## src/rtl/stpm_multi_ch_pkg.sv

```systemverilog
// Shared types, step-table constants and phase lookup for the stepper sequencer.
// Build option: STPM_HALF_STEP_EN selects the 8-entry half-step table (else 4-entry full-step wave).
package stpm_pkg;

  typedef enum logic {
    ST_IDLE = 1'b0,
    ST_RUN  = 1'b1
  } state_e;

  localparam int IDX_W = 3;

`ifdef STPM_HALF_STEP_EN
  localparam int SPC = 8;
  // Entry k sits at bits [4k+:4]: 0001,0011,0010,0110,0100,1100,1000,1001
  localparam logic [4*SPC-1:0] PHASE_TBL = {4'b1001, 4'b1000, 4'b1100, 4'b0100,
                                            4'b0110, 4'b0010, 4'b0011, 4'b0001};
`else
  localparam int SPC = 4;
  localparam logic [4*SPC-1:0] PHASE_TBL = {4'b1000, 4'b0100, 4'b0010, 4'b0001};
`endif

  function automatic logic [3:0] phase_of(input logic [IDX_W-1:0] idx);
    int unsigned sel;
    sel = 32'(idx) % SPC;
    return PHASE_TBL[sel*4 +: 4];
  endfunction

endpackage

```

## src/rtl/stpm_multi_ch_if.sv

```systemverilog
// Per-channel handshake, run parameters and coil outputs of the multi-channel sequencer.
// Identical in both step-table builds (STPM_HALF_STEP_EN defined or not).
interface stpm_multi_ch_if #(
  parameter int N_MOTORS = 4,
  parameter int CYC_W    = 10
);
  logic [N_MOTORS-1:0]       i_En;
  logic [N_MOTORS-1:0]       i_Start;
  logic [N_MOTORS-1:0]       i_Dir;
  logic [N_MOTORS*CYC_W-1:0] i_Cycles;
  logic [N_MOTORS-1:0]       o_Busy;
  logic [N_MOTORS-1:0]       o_Done;
  logic [N_MOTORS*4-1:0]     o_Phase;

  modport master (output i_En, i_Start, i_Dir, i_Cycles,
                  input  o_Busy, o_Done, o_Phase);
  modport slave  (input  i_En, i_Start, i_Dir, i_Cycles,
                  output o_Busy, o_Done, o_Phase);
endinterface

```

## src/rtl/stpm_multi_ch_channel.sv

```systemverilog
// One motor channel: start/abort FSM, step counter and phase index.
// Table length follows STPM_HALF_STEP_EN through stpm_pkg::SPC.
//   state   | meaning
//   ST_IDLE | coils off, waiting for an enabled start
//   ST_RUN  | driving pattern(idx), advancing on each shared tick
module stpm_channel
  import stpm_pkg::*;
#(
  parameter int CYC_W = 10
) (
  input  logic             i_Clk,
  input  logic             i_Rst_n,
  input  logic             tick,
  input  logic             en,
  input  logic             start,
  input  logic             dir,
  input  logic [CYC_W-1:0] cycles,
  output logic             busy,
  output logic             done,
  output logic [3:0]       phase
);
  localparam int SC_W = CYC_W + 3;

  state_e             state_q, state_d;
  logic               dir_q, dir_d;
  logic               done_q, done_d;
  logic [SC_W-1:0]    last_q, last_d;
  logic [SC_W-1:0]    step_q, step_d;
  logic [IDX_W-1:0]   idx_q, idx_d;
  logic [IDX_W-1:0]   idx_inc, idx_dec;

  always_ff @(posedge i_Clk or negedge i_Rst_n) begin
    if (!i_Rst_n) begin
      state_q <= ST_IDLE;
      dir_q   <= 1'b0;
      done_q  <= 1'b0;
      last_q  <= '0;
      step_q  <= '0;
      idx_q   <= '0;
    end else begin
      state_q <= state_d;
      dir_q   <= dir_d;
      done_q  <= done_d;
      last_q  <= last_d;
      step_q  <= step_d;
      idx_q   <= idx_d;
    end
  end

  always_comb begin
    idx_inc = (idx_q == IDX_W'(SPC-1)) ? '0 : idx_q + 1'b1;
    idx_dec = (idx_q == '0) ? IDX_W'(SPC-1) : idx_q - 1'b1;
    state_d = state_q;
    dir_d   = dir_q;
    done_d  = 1'b0;
    last_d  = last_q;
    step_d  = step_q;
    idx_d   = idx_q;
    case (state_q)
      ST_IDLE: begin
        if (start && en) begin
          dir_d  = dir;
          step_d = '0;
          idx_d  = '0;
          if (cycles == '0) begin
            done_d = 1'b1;
          end else begin
            state_d = ST_RUN;
            last_d  = SC_W'(cycles) * SC_W'(SPC) - SC_W'(1);
          end
        end
      end
      ST_RUN: begin
        // Abort wins over a completing tick so an aborted run never reports done.
        if (!en) begin
          state_d = ST_IDLE;
        end else if (tick) begin
          if (step_q == last_q) begin
            state_d = ST_IDLE;
            done_d  = 1'b1;
          end else begin
            step_d = step_q + 1'b1;
            idx_d  = dir_q ? idx_dec : idx_inc;
          end
        end
      end
      default: state_d = ST_IDLE;
    endcase
  end

  always_comb begin
    busy  = (state_q == ST_RUN);
    done  = done_q;
    phase = busy ? phase_of(idx_q) : 4'b0000;
  end

endmodule

```

## src/rtl/stpm_multi_ch.sv

```systemverilog
// N-channel stepper phase sequencer: shared step-rate prescaler plus one stpm_channel per motor.
// Build option: STPM_HALF_STEP_EN (half-step table, 8 steps per electrical cycle).
module stpm_multi_ch
  import stpm_pkg::*;
#(
  parameter int N_MOTORS = 4,
  parameter int CYC_W    = 10,
  parameter int STEP_DIV = 50000
) (
  input  logic             i_Clk,
  input  logic             i_Rst_n,
  stpm_multi_ch_if.slave   bus
);
  localparam int PS_W = (STEP_DIV > 2) ? $clog2(STEP_DIV) : 1;

  logic [PS_W-1:0]       ps_q, ps_d;
  logic                  tick;
  logic [N_MOTORS-1:0]   busy_w;
  logic [N_MOTORS-1:0]   done_w;
  logic [N_MOTORS*4-1:0] phase_w;

  always_ff @(posedge i_Clk or negedge i_Rst_n) begin
    if (!i_Rst_n) ps_q <= '0;
    else          ps_q <= ps_d;
  end

  always_comb begin
    tick = (ps_q == PS_W'(STEP_DIV-1));
    ps_d = tick ? '0 : ps_q + 1'b1;
  end

  for (genvar k = 0; k < N_MOTORS; k++) begin : g_ch
    stpm_channel #(.CYC_W(CYC_W)) u_ch (
      .i_Clk   (i_Clk),
      .i_Rst_n (i_Rst_n),
      .tick    (tick),
      .en      (bus.i_En[k]),
      .start   (bus.i_Start[k]),
      .dir     (bus.i_Dir[k]),
      .cycles  (bus.i_Cycles[k*CYC_W +: CYC_W]),
      .busy    (busy_w[k]),
      .done    (done_w[k]),
      .phase   (phase_w[k*4 +: 4])
    );
  end

  assign bus.o_Busy  = busy_w;
  assign bus.o_Done  = done_w;
  assign bus.o_Phase = phase_w;

endmodule

```

## src/flat_wrapper.sv

```systemverilog
// flat-port wrapper written by rule: the top's interface ports become plain ports
module stpm_multi_ch_flat import stpm_pkg::*;
#(
  parameter int N_MOTORS = 4,
  parameter int CYC_W    = 10,
  parameter int STEP_DIV = 50000
)
  (i_Clk, i_Rst_n, bus_i_En, bus_i_Start, bus_i_Dir, bus_i_Cycles, bus_o_Busy, bus_o_Done, bus_o_Phase);
  stpm_multi_ch_if #(.N_MOTORS(N_MOTORS), .CYC_W(CYC_W)) bus_i ();
  input  logic i_Clk;
  input  logic i_Rst_n;
  input wire logic [$bits(bus_i.i_En)-1:0] bus_i_En;
  input wire logic [$bits(bus_i.i_Start)-1:0] bus_i_Start;
  input wire logic [$bits(bus_i.i_Dir)-1:0] bus_i_Dir;
  input wire logic [$bits(bus_i.i_Cycles)-1:0] bus_i_Cycles;
  output wire logic [$bits(bus_i.o_Busy)-1:0] bus_o_Busy;
  output wire logic [$bits(bus_i.o_Done)-1:0] bus_o_Done;
  output wire logic [$bits(bus_i.o_Phase)-1:0] bus_o_Phase;
  assign bus_i.i_En = bus_i_En;
  assign bus_i.i_Start = bus_i_Start;
  assign bus_i.i_Dir = bus_i_Dir;
  assign bus_i.i_Cycles = bus_i_Cycles;
  assign bus_o_Busy = bus_i.o_Busy;
  assign bus_o_Done = bus_i.o_Done;
  assign bus_o_Phase = bus_i.o_Phase;
  stpm_multi_ch #(.N_MOTORS(N_MOTORS), .CYC_W(CYC_W), .STEP_DIV(STEP_DIV)) u_core (.i_Clk(i_Clk), .i_Rst_n(i_Rst_n), .bus(bus_i));
endmodule
```

## config.mk

```make
export PLATFORM = sky130hd
export DESIGN_NAME = stpm_multi_ch_flat
export DESIGN_NICKNAME = d
export VERILOG_FILES = /design/src/rtl/stpm_multi_ch_pkg.sv /design/src/rtl/stpm_multi_ch_if.sv /design/src/rtl/stpm_multi_ch_channel.sv /design/src/rtl/stpm_multi_ch.sv /design/src/flat_wrapper.sv
export SDC_FILE = /design/constraint.sdc
export NUM_CORES = 1
export LEC_CHECK = 0
export CAP_MARGIN = 20
export CORE_ASPECT_RATIO = 0.5
export CORE_UTILIZATION = 54
export CTS_BUF_LIST = sky130_fd_sc_hd__clkbuf_2 sky130_fd_sc_hd__clkbuf_4 sky130_fd_sc_hd__clkbuf_8
export CTS_CLUSTER_SIZE = 40
export DETAILED_ROUTE_END_ITERATION = 8
export HOLD_SLACK_MARGIN = 0.12
export PLACE_DENSITY_LB_ADDON = 0.1
export REMOVE_ABC_BUFFERS = 1
export SKIP_CTS_REPAIR_TIMING = 1
export SLEW_MARGIN = 20
export SYNTH_ARGS = -nofsm -noshare
export SYNTH_HDL_FRONTEND = slang
export SYNTH_HIERARCHICAL = 1
export SYNTH_SLANG_ARGS = --single-unit
export TNS_END_PERCENT = 20
```

## constraint.sdc

```tcl
create_clock -name i_Clk -period 2.3 [get_ports i_Clk]
set_input_delay 0.345 -clock i_Clk [delete_from_list [all_inputs] [get_ports i_Clk]]
set_output_delay 0.345 -clock i_Clk [all_outputs]
set_load 0.05 [all_outputs]
```

==> results of run 1 <==
==> per-layer routing <==
layer / vias to the layer above / track usage [%] / part of all wire [%]
met5: - / 0 / 0
met4: 0 / 6.01 / 0.57
met3: 12 / 5.31 / 3.6
met2: 124 / 41.7 / 48
met1: 3283 / 31.8 / 48
li1: 3311 / - / -
==> metrics by stage <==
stage	cells	worst slack (ps)
3_5_place_dp	1166	-25.8
4_1_cts	1198	-169
2_1_floorplan	829	2.22
6_report	1199	108
3_3_place_gp	1166	105
5_1_grt	1199	-23.7
==> cells by family (layout without fill, tap and decap cells) <==
| logic type | Yosys count | in the layout | share of synthesized area (%) |
|---|---|---|---|
| XOR/XNOR | 88 | 88 | 9.42 |
| buffers and inverters | 56 | 202 | 3.42 |
| multiplexers | 25 | 25 | 3.18 |
| flip-flops | 140 | 140 | 42.8 |
| adder cells (fa/ha/maj) | 33 | 33 | 5.05 |
| AND/OR/NAND/NOR | 357 | 357 | 22.6 |
| AO/OA/AOI/OAI | 156 | 156 | 13.5 |
==> cell type report <==
cell class	count	area, µm²	area share [%]
Multi-Input combinational cell	659	4420	44.1
Sequential cell	140	3500	35.0
Timing Repair Buffer	140	1290	12.9
Clock buffer	19	255	2.55
Tap cell	198	248	2.47
Clock inverter	13	186	1.86
Inverter	30	113	1.12
==> sequential cells by signal, indices dropped and copies added, names as in the netlist <==
register	flops
u_core/g_ch.u_ch/done	4
u_core/g_ch.u_ch/last_q	48
u_core/g_ch.u_ch/busy	4
u_core/g_ch.u_ch/step_q	52
u_core/g_ch.u_ch/idx_q	12
u_core/ps_q	16
u_core/g_ch.u_ch/dir_q	4
==> path summary, 6_finish.rpt <==
path                       slack, ps                                         end  cells after the start
min in group i_Clk               500   u_core/g_ch[3].u_ch/last_q[1]$_DFFE_PN0P_                      1
max in group asynchronous       1260   u_core/g_ch[2].u_ch/step_q[8]$_DFFE_PN0P_                      3
hold / removal                   390  u_core/g_ch[2].u_ch/last_q[10]$_DFFE_PN0P_                      2
hold reg to reg                  500   u_core/g_ch[3].u_ch/last_q[1]$_DFFE_PN0P_                      1
setup / recovery                 110                               bus_o_Busy[3]                      1
setup reg to reg                 150   u_core/g_ch[0].u_ch/step_q[1]$_DFFE_PN0P_                      7
==> power breakdown <==
| part | switching (W) | leakage, nW | internal, W | total (W) |
|---|---|---|---|---|
| registers | 0.000227 | 1.83 | 0.00269 | 0.00292 |
| clock network | 0.000996 | 0.224 | 0.00123 | 0.00223 |
| logic | 0.000712 | 2.86 | 0.000598 | 0.00131 |
| total | 0.00194 | 4.91 | 0.00452 | 0.00645 |
==> cell usage in the layout (no fill, tap or decap), types with 4 or more instances in the layout <==
| master | n |
|---|---|
| a21o_1 | 6 |
| nand3_1 | 60 |
| mux2i_1 | 17 |
| nor4_1 | 11 |
| and3_1 | 39 |
| clkdlybuf4s50_1 | 60 |
| a31oi_1 | 6 |
| bufinv_16 | 4 |
| or3_1 | 7 |
| a31o_2 | 4 |
| nor2_1 | 66 |
| ha_1 | 33 |
| mux2_2 | 8 |
| buf_12 | 4 |
| o21ba_2 | 7 |
| nor2b_1 | 5 |
| nand4_1 | 6 |
| o31ai_1 | 5 |
| clkbuf_8 | 18 |
| o21ai_0 | 64 |
| inv_1 | 30 |
| or2_2 | 4 |
| dfrtp_1 | 139 |
| dlymetal6s2s_1 | 7 |
| nand2_1 | 88 |
| or4_1 | 5 |
| xnor2_1 | 29 |
| buf_4 | 67 |
| xor2_1 | 59 |
| nand2b_1 | 4 |
| a21oi_1 | 13 |
| and2_1 | 16 |
| nor3_1 | 22 |
| a221o_1 | 25 |
==> impl_metrics.py, run 1 <==
metrics = {
    "setup_path": {
        "cp_cell_sequence": "clkdlybuf4s50_1",
        "r2r_start": "u_core/ps_q[11]$_DFF_PN0_",
        "crit_path_start_kind": "flip-flop",
        "cpPeakStageDelay_ps": 880,
        "end_kind": "output pin",
        "worst-path-buf-inv": 1,
        "worstPathRequired_ps": 1960,
        "worst-path-max-fanout": 9,
        "cpMaxStageDelayCell": "clkdlybuf4s50_1",
        "critPathKind": "flip-flop to output pin",
        "cp_top_family": "buffers and inverters",
        "worstSetupStartpoint": "u_core/g_ch[3].u_ch/busy$_DFF_PN0_",
        "arrival_ps": 1850,
    },
    "timing": {
        "fin_skew_ps": 17.6,
        "hold_viol": 0,
        "fmax_ghz": 0.456,
        "max_slew.worst_pin.slew_ps": 513,
        "setup_violations": 0,
        "drv_slew": 0,
        "max-slew-margin-rel_pct": 65.8,
        "period_share_pct": 95.3,
        "period_minus_slack_ps": 2190,
        "whs_ps": 385,
        "tns_ps": 0,
    },
    "synth": {
        "ys_async_sr_fraction_pct": 100,
        "synth_common_cells": "140 x dfrtp_1, 88 x nand2_1, 66 x nor2_1",
        "synth-edff-count": 0,
        "synth_most_common_cell": "dfrtp_1",
        "ys_warn_count": 6,
        "yosysUniqueCellTypes": 60,
        "syn_area_mm2": 0.00818,
        "synth_seq_cells": 140,
        "yosysTopAreaCellShare_pct": 42.8,
        "ys.flop_type": "dfrtp_1",
        "synth_largest_area_cell": "dfrtp_1",
        "synthTopCellsByArea": "dfrtp_1 43%, xor2_1 6.3%, ha_1 5.0%, nand2_1 4.0%, o21ai_0 3.9%",
        "synthCells": 855,
        "seq_area_frac_synth_pct": 42.8,
        "syn_area_per_cell_um2": 9.57,
    },
    "worst_hold_path": {
        "hold_class": "primary input to asynchronous set/reset pin",
    },
    "clock_tree": {
        "root_buffer": "clkbuf_8",
        "clockBufferDepth": 2,
        "path_clk_slew_ps": 90,
        "cts.sinks": 140,
        "clkLatencyLatePin_ps": 440,
        "cts_tree": "yes",
        "htree_levels": 4,
        "cts_buffers": 17,
    },
    "route": {
        "wirelength_um": 18000,
        "drt_iter0_drc": 482,
        "via_per_inst": 5.61,
        "wire_per_inst_um": 15.0,
        "drc_errors": 0,
        "first_pass_iters": 6,
        "num_vias": 6730,
        "ant_nets": 0,
    },
    "floorplan": {
        "start_util_pct": 56.0,
        "core_area_mm2": 0.0146,
        "die_area_mm2": 0.0157,
        "placementRows": 31,
        "fp.dieW_um": 176,
        "fp.dieH_um": 89.1,
        "io-pin-count": 78,
    },
    "power": {
        "total_power_w": 0.00645,
        "powerDensity_mw_per_mm2": 644,
        "peakVddDrop_v": 0.000423,
        "p_leak_nw": 4.91,
    },
    "layout": {
        "antennaDiodeCount": 0,
        "n_fill_cell": 1119,
        "final_util_pct": 68.5,
        "fin_nets": 1075,
        "areaGrowthSynthToFinish_pct": 22.5,
        "final_cell_area_mm2": 0.0100,
        "drive_above_1_share_pct": 15.6,
    },
    "placed_design": {
        "io_buffers": 77,
        "place_congestion": 0.815,
        "dpl-instance-area_mm2": 0.00953,
        "detailed_place_hpwl_um": 13200,
    },
    "global_routing": {
        "grt_usage_pct": 24.3,
        "grt_overflow": 0,
        "grt_pass1_vias": 6403,
        "grt_max_degree": 49,
        "antenna_found_initial": 0,
        "grt_pass1_wl_um": 30100,
    },
    "job": {
        "drv_cap": 0,
    },
    "run_status": {
        "outcome": "completed",
    },
}
No activity file was read; power rests on OpenSTA's default activity.
==> run 2, diff against run 1 <==
SETUP_SLACK_MARGIN = 0.5   (was not set)
==> run 2 against run 1 <==
Effect of this change:
- non-clock buffer count grew 14
- sequential cell count is the same
- register-to-register slack gained 60 ps
- combinational power grew 8%
- die area is the same
- maximum frequency grew 4.8%
- global-route usage is the same
- via count grew 1.6%
- setup slack gained 100 ps
- first-iteration DRC count shrank 5.0%
- critical path type is now flip-flop to flip-flop
==> impl_metrics.py, run 2 (synthesis results as in run 1) <==
metrics = {
    "layout": {
        "layout_common_cells": "139 x dfrtp_1, 88 x nand2_1, 79 x buf_4",
        "final_cell_area_mm2": 0.0102,
        "final_util_pct": 69.9,
        "areaGrowthSynthToFinish_pct": 25.0,
        "fin_nets": 1092,
        "regMostFlops": "u_core/g_ch.u_ch/step_q",
        "antennaDiodeCount": 0,
        "largestRegisters": "u_core/g_ch.u_ch/step_q: 52 flops, u_core/g_ch.u_ch/last_q: 48 flops, u_core/ps_q: 16 flops",
        "drive_above_1_share_pct": 18.9,
        "fin_cells": 1216,
        "largest_register_ffs": 52,
        "final_common_cell": "dfrtp_1",
    },
    "clock_tree": {
        "cts.sinks": 140,
        "cts_buffers": 17,
        "root_buffer": "clkbuf_8",
        "cts_tree": "yes",
        "htree_levels": 4,
        "path_clk_slew_ps": 80,
        "clockBufferDepth": 2,
        "clkLatencyLatePin_ps": 440,
    },
    "route": {
        "wirelength_um": 18600,
        "via_per_inst": 5.62,
        "num_vias": 6837,
        "wire_per_inst_um": 15.3,
        "drc_errors": 0,
        "first_pass_iters": 5,
        "ant_nets": 0,
        "drt_iter0_drc": 458,
    },
    "global_routing": {
        "grt_pass1_wl_um": 30100,
        "grt_overflow": 0,
        "grt_max_degree": 49,
        "grt_pass1_vias": 6403,
        "antenna_found_initial": 0,
        "grt_usage_pct": 24.3,
    },
    "timing": {
        "fin_skew_ps": 16.5,
        "whs_ps": 382,
        "max_slew.worst_pin.slew_ps": 511,
        "max-slew-margin-rel_pct": 65.9,
        "hold_viol": 0,
        "rsz0062_at_grt": "yes",
        "fmax_ghz": 0.478,
        "period_minus_slack_ps": 2090,
        "fin_ws_ps": 209,
        "setup_violations": 0,
        "period_share_pct": 90.9,
        "drv_slew": 0,
    },
    "floorplan": {
        "io-pin-count": 78,
        "start_util_pct": 56.0,
        "die_area_mm2": 0.0157,
        "placementRows": 31,
        "fp.dieH_um": 89.1,
        "fp.dieW_um": 176,
        "core_area_mm2": 0.0146,
    },
    "power": {
        "p_leak_nw": 4.99,
        "peakVddDrop_v": 0.000473,
        "powerDensity_mw_per_mm2": 642,
    },
    "worst_hold_path": {
        "hold_class": "primary input to asynchronous set/reset pin",
    },
    "placed_design": {
        "place_ws_ps": -25.8,
        "detailed_place_hpwl_um": 13200,
        "place_inst": 1166,
        "dpl-instance-area_mm2": 0.00953,
        "place_congestion": 0.815,
        "io_buffers": 77,
    },
    "setup_path": {
        "worst-path-max-fanout": 7,
        "worstPathRequired_ps": 2620,
        "arrival_ps": 2420,
        "crit_path_start_kind": "flip-flop",
        "end_kind": "flip-flop",
        "critPathKind": "flip-flop to flip-flop",
    },
    "run_status": {
        "outcome": "completed",
    },
    "job": {
        "drv_cap": 0,
    },
}
[run 2: per-stage QoR]
stage	setup TNS (ps)	power, W
after global placement	0	0.00423
after detailed placement	-25.8	0.00428
after global routing	0	0.00693
final	0	0.00656
after floorplan	0	0.00376
after CTS	-1070	0.00650
[run 2: routing by layer]
layer / GRT usage (%) / vias up / routed length [µm]
li1: - / 3363 / -
met1: 31.8 / 3346 / 8850
met2: 41.7 / 114 / 8940
met3: 5.31 / 14 / 648
met4: 6.01 / 0 / 111
met5: 0 / - / 0
[run 2: report_power, final]
| part | leakage [nW] | total, W | internal, W | switching, W |
|---|---|---|---|---|
| registers | 1.83 | 0.00292 | 0.00269 | 0.000234 |
| clock network | 0.224 | 0.00223 | 0.00123 | 0.00100 |
| logic | 2.93 | 0.00141 | 0.000667 | 0.000740 |
| total | 4.99 | 0.00656 | 0.00459 | 0.00198 |
[run 2: worst paths after layout]
path	start	end	slack (ps)	cells past startpoint
max	u_core/ps_q[11]$_DFF_PN0_	u_core/g_ch[3].u_ch/step_q[5]$_DFFE_PN0P_	210	6
min reg2reg	u_core/g_ch[3].u_ch/last_q[1]$_DFFE_PN0P_	u_core/g_ch[3].u_ch/last_q[1]$_DFFE_PN0P_	500	1
max in group asynchronous	i_Rst_n	u_core/g_ch[2].u_ch/step_q[8]$_DFFE_PN0P_	1260	3
min	i_Rst_n	u_core/g_ch[2].u_ch/last_q[4]$_DFFE_PN0P_	380	2
max reg2reg	u_core/ps_q[11]$_DFF_PN0_	u_core/g_ch[3].u_ch/step_q[5]$_DFFE_PN0P_	210	6
min in group i_Clk	u_core/g_ch[3].u_ch/last_q[1]$_DFFE_PN0P_	u_core/g_ch[3].u_ch/last_q[1]$_DFFE_PN0P_	500	1
[run 2: critical path: stages, from the launching register on]
cell and delay, ps:
dfrtp_1 420, nor4bb_2 350, and4_4 370, and3_1 210
a21boi_1 90, buf_4 170, a221o_2 380
[run 2: final cells by class]
cell class | count | area, µm²
Clock buffer | 19 | 255
Clock inverter | 13 | 186
Fill cell | 1095 | 4400
Inverter | 30 | 115
Multi-Input combinational cell | 662 | 4500
Sequential cell | 140 | 3500
Tap cell | 198 | 248
Timing Repair Buffer | 154 | 1420
